[config.mk]
export PLATFORM = sky130hd
export DESIGN_NAME = pipe_trace_buffer_flat
export DESIGN_NICKNAME = d
export VERILOG_FILES = /design/src/rtl/pipe_trace_pkg.sv /design/src/rtl/pipe_trace_buffer_if.sv /design/src/rtl/trace_ram.sv /design/src/rtl/pipe_trace_buffer.sv /design/src/flat_wrapper.sv
export SDC_FILE = /design/constraint.sdc
export NUM_CORES = 2
export LEC_CHECK = 0
export CAP_MARGIN = 5
export CORE_MARGIN = 2
export CORE_UTILIZATION = 45
export CTS_CLUSTER_DIAMETER = 200
export DETAILED_ROUTE_END_ITERATION = 16
export GPL_ROUTABILITY_DRIVEN = 0
export PLACE_DENSITY_LB_ADDON = 0.05
export SLEW_MARGIN = 20
export SYNTH_ARGS = -nofsm -noshare
export SYNTH_HDL_FRONTEND = slang
export SYNTH_HIERARCHICAL = 1
export SYNTH_SLANG_ARGS = --single-unit
[constraint.sdc]
create_clock -name clock -period 13.3 [get_ports clock]
set_input_delay 1.995 -clock clock [delete_from_list [all_inputs] [get_ports clock]]
set_output_delay 1.995 -clock clock [all_outputs]
set_load 0.005 [all_outputs]
[src/rtl/pipe_trace_pkg.sv]
// rtl/pipe_trace_pkg.sv - shared types and helpers for the pipeline trace buffer
package pipe_trace_pkg;

  typedef enum logic [1:0] {IDLE, ARMED, POST, DONE} state_t;

  // Default geometry; instances with other depths derive their own widths.
  localparam int TRACE_DEPTH = 16;
  localparam int PTR_W       = $clog2(TRACE_DEPTH);
  localparam int CNT_W       = $clog2(TRACE_DEPTH + 1);

  // Low bit of probe channel k on a bus of w-bit channels.
  function automatic int ch_lo(input int k, input int w);
    return k * w;
  endfunction

endpackage

[src/rtl/pipe_trace_buffer_if.sv]
// rtl/pipe_trace_buffer_if.sv - readout stream of the pipeline trace buffer
interface pipe_trace_buffer_if #(
  parameter int DATA_W = 32,
  parameter int NUM_CH = 5
);
  logic                     rd_valid;
  logic                     rd_ready;
  logic [NUM_CH*DATA_W-1:0] rd_data;
  logic                     rd_last;

  modport master (output rd_valid, output rd_data, output rd_last, input rd_ready);
  modport slave  (input rd_valid, input rd_data, input rd_last, output rd_ready);
endinterface

[src/rtl/trace_ram.sv]
// rtl/trace_ram.sv - register-array trace memory, synchronous write, asynchronous read
module trace_ram #(
  parameter int WIDTH = 160,
  parameter int DEPTH = 16
) (
  input  logic                     clock,
  input  logic                     wr_en,
  input  logic [$clog2(DEPTH)-1:0] wr_addr,
  input  logic [WIDTH-1:0]         wr_data,
  input  logic [$clog2(DEPTH)-1:0] rd_addr,
  output logic [WIDTH-1:0]         rd_data
);
  logic [WIDTH-1:0] mem [DEPTH];

  always_ff @(posedge clock) begin
    if (wr_en) mem[wr_addr] <= wr_data;
  end

  assign rd_data = mem[rd_addr];
endmodule

[src/rtl/pipe_trace_buffer.sv]
// rtl/pipe_trace_buffer.sv - triggered circular trace capture with oldest-first readout
module pipe_trace_buffer
  import pipe_trace_pkg::*;
#(
  parameter int DATA_W    = 32,
  parameter int NUM_CH    = 5,
  parameter int DEPTH     = TRACE_DEPTH,
  parameter int POST_TRIG = 8
) (
  input  logic                         clock,
  input  logic                         reset,
  input  logic [NUM_CH*DATA_W-1:0]     ch_data,
  input  logic                         sample_en,
  input  logic                         arm,
  input  logic                         abort,
  input  logic [DATA_W-1:0]            trig_value,
  input  logic                         force_trig,
  pipe_trace_buffer_if.master          rd,
  output logic                         armed,
  output logic                         done,
  output logic [$clog2(DEPTH+1)-1:0]   count
);
  localparam int PW = $clog2(DEPTH);
  localparam int CW = $clog2(DEPTH + 1);

  state_t        state, state_nxt;
  logic [PW-1:0] wr_ptr, rd_ptr, wr_ptr_inc;
  logic [CW-1:0] post_cnt, remaining, count_inc;
  logic          wr_en, trig, rd_hs;

  assign wr_en      = (state == ARMED || state == POST) && sample_en;
  assign trig       = (state == ARMED) && sample_en &&
                      (ch_data[ch_lo(0, DATA_W) +: DATA_W] == trig_value || force_trig);
  assign rd_hs      = rd.rd_valid && rd.rd_ready;
  assign wr_ptr_inc = wr_ptr + 1'b1;
  assign count_inc  = (count == CW'(DEPTH)) ? count : count + 1'b1;

  always_ff @(posedge clock) begin
    if (reset) state <= IDLE;
    else       state <= state_nxt;
  end

  always_comb begin
    state_nxt = state;
    if (abort) begin
      state_nxt = IDLE;
    end else begin
      case (state)
        IDLE:    if (arm) state_nxt = ARMED;
        ARMED:   if (trig) state_nxt = (POST_TRIG == 0) ? DONE : POST;
        POST:    if (wr_en && post_cnt == CW'(1)) state_nxt = DONE;
        default: if (rd_hs && remaining == CW'(1)) state_nxt = IDLE;
      endcase
    end
  end

  always_comb begin
    armed       = (state == ARMED) || (state == POST);
    done        = (state == DONE);
    rd.rd_valid = done && (remaining != '0);
    rd.rd_last  = done && (remaining == CW'(1));
  end

  // Entry into DONE always coincides with a store, so the readout start is
  // taken from the post-store pointer and count; a full buffer lands on wr_ptr.
  always_ff @(posedge clock) begin
    if (reset) begin
      wr_ptr    <= '0;
      rd_ptr    <= '0;
      count     <= '0;
      post_cnt  <= '0;
      remaining <= '0;
    end else if (abort) begin
      wr_ptr    <= '0;
      count     <= '0;
      remaining <= '0;
    end else begin
      if (state == IDLE && arm) begin
        wr_ptr <= '0;
        count  <= '0;
      end
      if (wr_en) begin
        wr_ptr <= wr_ptr_inc;
        count  <= count_inc;
      end
      if (trig)                      post_cnt <= CW'(POST_TRIG);
      else if (state == POST && wr_en) post_cnt <= post_cnt - 1'b1;
      if (state != DONE && state_nxt == DONE) begin
        rd_ptr    <= wr_ptr_inc - PW'(count_inc);
        remaining <= count_inc;
      end else if (rd_hs) begin
        rd_ptr    <= rd_ptr + 1'b1;
        remaining <= remaining - 1'b1;
      end
    end
  end

  trace_ram #(
    .WIDTH(NUM_CH*DATA_W),
    .DEPTH(DEPTH)
  ) u_ram (
    .clock  (clock),
    .wr_en  (wr_en),
    .wr_addr(wr_ptr),
    .wr_data(ch_data),
    .rd_addr(rd_ptr),
    .rd_data(rd.rd_data)
  );
endmodule

[src/flat_wrapper.sv]
// flat-port wrapper written by rule: the top's interface ports become plain ports
module pipe_trace_buffer_flat import pipe_trace_pkg::*;
#(
  parameter int DATA_W    = 32,
  parameter int NUM_CH    = 5,
  parameter int DEPTH     = TRACE_DEPTH,
  parameter int POST_TRIG = 8
)
  (clock, reset, ch_data, sample_en, arm, abort, trig_value, force_trig, armed, done, count, rd_rd_valid, rd_rd_data, rd_rd_last, rd_rd_ready);
  pipe_trace_buffer_if #(.DATA_W(DATA_W), .NUM_CH(NUM_CH)) rd_i ();
  input  logic clock;
  input  logic reset;
  input  logic [NUM_CH*DATA_W-1:0] ch_data;
  input  logic sample_en;
  input  logic arm;
  input  logic abort;
  input  logic [DATA_W-1:0] trig_value;
  input  logic force_trig;
  output logic armed;
  output logic done;
  output logic [$clog2(DEPTH+1)-1:0] count;
  output wire logic [$bits(rd_i.rd_valid)-1:0] rd_rd_valid;
  output wire logic [$bits(rd_i.rd_data)-1:0] rd_rd_data;
  output wire logic [$bits(rd_i.rd_last)-1:0] rd_rd_last;
  input wire logic [$bits(rd_i.rd_ready)-1:0] rd_rd_ready;
  assign rd_rd_valid = rd_i.rd_valid;
  assign rd_rd_data = rd_i.rd_data;
  assign rd_rd_last = rd_i.rd_last;
  assign rd_i.rd_ready = rd_rd_ready;
  pipe_trace_buffer #(.DATA_W(DATA_W), .NUM_CH(NUM_CH), .DEPTH(DEPTH), .POST_TRIG(POST_TRIG)) u_core (.clock(clock), .reset(reset), .ch_data(ch_data), .sample_en(sample_en), .arm(arm), .abort(abort), .trig_value(trig_value), .force_trig(force_trig), .rd(rd_i), .armed(armed), .done(done), .count(count));
endmodule
==> summary.txt <==
Synthesis
  • Prevailing post-synth register cell: edfxtp_1
  • Yosys top cell by area: edfxtp_1
  • Synth cell types: 63
  • Syn nets: 4,488
  • Seq/Total Area, Yosys: 78.7%
  • Async SR Flop Fraction: 0%
  • Avg Cell Area, Syn: 23.0 um^2
  • Gate Count Post-Synth: 4,273
  • Post-synth top cells: 2,560 x edfxtp_1, 595 x mux4_2, 272 x a22oi_1
  • Post-synth EDFFs: 2,560
  • Mapped cell area: 98,300 um^2
  • Synthesis-stage register bit count: 2,585
  • Yosys Warn Count: 6
  • Area contributors post-synth: edfxtp_1 78%, mux4_2 14%, a22oi_1 2.1%
  • Yosys top cell area share: 78.2%
  • Most frequent cell after synthesis: edfxtp_1

Place
  • Dpl cell area: 105,000 um^2
  • Port Buffers: 367
  • Hpwl dp: 125 mm

Clock network
  • Clk Latency, worst-skew pair: 0.94 ns
  • Clock sink count: 2,585
  • Clock slew seen by the registers of the worst setup and hold paths: 0.06 ns
  • H-tree depth: 5
  • Root Driver: clkbuf_16
  • Maximum root-to-sink buffer count: 4
  • Inserted Clock Buffers: 292
  • CTS Hold Bufs: 0
  • Post-CTS Setup Bufs: 0
  • Resized Gates After CTS: 0
  • CTS tree: done

Global route
  • Grt met2 use: 35.4%
  • Largest net degree at the start of global routing: 123
  • Met1 Usage GRT: 31.6%
  • Vias in the first global route: 48,200
  • Global route total overflow: 0
  • Met3 Use GR: 3.78%
  • Global-route wire length before repair: 353 mm
  • Overall routing resource usage: 22.2%
  • Initial antenna violation count: 36
  • Busiest grt layer: met2

Timing
  • Worst clock skew: 0.0670 ns
  • Final min period: 7.37 ns
  • Slew headroom: 23.8%
  • Max-slew violations: 0
  • Fin crit share: 55.4%
  • Setup TNS: 0 ns
  • Fmax achieved: 0.136 GHz
  • RSZ-0062 raised after global routing: no
  • Least-Margin Pin Slew: 1.14 ns
  • Final Hold Violating Endpoints: 0
  • Final Setup Violations: 0

Pwr
  • Max VDD drop: 0.156 mV
  • Leakage: 34.4 nW
  • Pwr Density: 147 nW/um^2

Critical path
  • Slowest stage delay, CP: 0.73 ns
  • Crit Path Max Fanout: 52
  • Reg2reg setup slack: 8.66 ns
  • Critical Path Sink: rd_rd_data[39]
  • Cell Chain, Critical Path: buf_4, buf_4, buf_4, nand2_1, o221ai_1, o22a_1, clkdlybuf4s50_1
  • Most used cell, CP: buf_4
  • Arrival time of the worst setup path: 5.38 ns
  • Worst-case reg-to-reg path depth: 8
  • Worst setup EP type: output port
  • CP Depth: 7
  • Worst Setup Start Kind: flop
  • Crit Path Category: flop to output port
  • Critical path startpoint: u_core/rd_ptr[2]
  • Worst path required time: 11.31 ns
  • Bufs and invs on worst path: 4
  • Worst r2r dst: u_core/u_ram/mem[15][82]
  • Critical path's top delay family: buffers and inverters
  • Worst r2r src: u_core/state[0]
  • Slowest cell on crit path: buf_4

Layout
  • Nets: 5,005
  • Reg area: 77,400 um^2
  • Area of the multi-input gates: 19,800 um^2
  • Area growth from synthesis to layout: 16.2%
  • Post-route design area: 114,000 um^2
  • Fill cells: 16,800
  • Layout cells sized above 1: 23.4%

Drt
  • Avg WL per Cell: 31.5 um
  • DRC: 0
  • Post-DR vias/cell: 5.90
  • Routed Antenna Nets: 0
  • Vias: 46,400
  • Drt total wl: 247 mm
  • Drt first pass iters: 6
  • Starting DRT DRC Count: 4,190

Die
  • Starting Density: 45.2%
  • IO Count: 368
  • Die area: 222,000 um^2
  • Die X: 471 um
  • Total core area: 217,000 um^2
  • Die Height: 471 um
  • Row count: 171

Hold path
  • HP Class: flop to flop

Job
  • Max-cap viol count: 0

Run status
  • Outcome: finished, final reports clean
## worst min path at each step
stage | start | end | slack, ns | cells after the start
floorplan | u_core/remaining[4] | u_core/remaining[4] | 0.46 | 2
global placement | u_core/remaining[4] | u_core/remaining[4] | 0.49 | 2
detailed placement | u_core/remaining[4] | u_core/remaining[4] | 0.48 | 2
CTS | u_core/remaining[4] | u_core/remaining[4] | 0.49 | 2
global route | u_core/remaining[4] | u_core/remaining[4] | 0.51 | 2
finish | u_core/remaining[4] | u_core/remaining[4] | 0.48 | 2
## worst register-to-register path, delay by kind of cell (launching register included)
| family | cells | cell delay, ns |
|---|---|---|
| and+or+nand+nor | 3 | 1.34 |
| adders and majority gates | 1 | 0.33 |
| DFF | 1 | 0.45 |
| buffers and inverters | 4 | 2.10 |
## where the power goes
| group | internal, W | leakage (nW) | total, W | switching, W |
|---|---|---|---|---|
| clock network | 0.00444 | 4.29 | 0.00751 | 0.00307 |
| registers | 0.00897 | 23.2 | 0.00897 | 0.00000487 |
| logic | 0.000140 | 6.86 | 0.000362 | 0.000221 |
| total | 0.0135 | 34.4 | 0.0168 | 0.00330 |
## registers in the layout (all words and copies together) (netlist names)
| name | flops |
|---|---|
| u_core/post_cnt | 5 |
| u_core/state | 2 |
| u_core/count | 5 |
| u_core/rd_ptr | 4 |
| u_core/remaining | 5 |
| u_core/u_ram/mem | 2560 |
| u_core/wr_ptr | 4 |
## area by class of cell
cell class                 count  area share, %
sequential                  2585           67.8
timing repair buffer         452           4.02
inverter                      17         0.0559
clock inverter               130          0.921
antenna                        7         0.0153
clock buffer                 365           6.77
tap                         2854           3.13
multi-input combinational   1442           17.3
## per-layer routing
metal  routed length [um]  part of all wire [%]
met1               108000                    44
met2               120000                    49
met3                12200                   4.9
met4                 6340                   2.6
met5                  197                 0.080
## placed cells by master, fill, tap and decap left out, drive strengths merged, types with 8 or more instances in the layout
master         netlist  layout
edfxtp            2560    2560
mux4               595     595
clkdlybuf4s50        0     367
clkbuf              80     365
a22oi              272     272
nand2              128     128
clkinv               0     102
mux2                85      85
buf                149      85
xnor2               44      44
nor2b               36      36
nor2                35      35
mux2i               33      33
o221ai              28      28
dfxtp               25      25
o21ai               24      24
nand2b              22      22
inv                 17      22
a221oi              19      19
bufinv               0      18
ha                  15      15
nor3                14      14
a21oi               13      13
nand4                9       9
o22a                 8       8
and2                 8       8
## cell families after synthesis
kind of cell / synth area share, %
AO/OA/AOI/OAI: 2.98
AND/OR/NAND/NOR: 1.41
multiplexers: 14.9
XOR/XNOR: 0.419
buffers and inverters: 1.29
adder cells (fa/ha/maj): 0.211
flip-flops: 78.7
## per-stage QoR
| stage | instances | util (%) | total power [W] | setup slack (ns) | hold slack, ns |
|---|---|---|---|---|---|
| 2_1_floorplan | 4273 | - | 0.00924 | 3.25 | 0.457 |
| 3_3_place_gp | 7350 | 48.5 | 0.00951 | 6.64 | 0.490 |
| 3_5_place_dp | 7350 | 48.5 | 0.00951 | 6.64 | 0.479 |
| 4_1_cts | 7845 | 52.6 | 0.0170 | 5.84 | 0.487 |
| 5_1_grt | 7851 | 52.6 | 0.0173 | 5.66 | 0.512 |
| 6_report | 7852 | 52.6 | 0.0168 | 5.93 | 0.481 |
(Power assumes the default switching activity.)
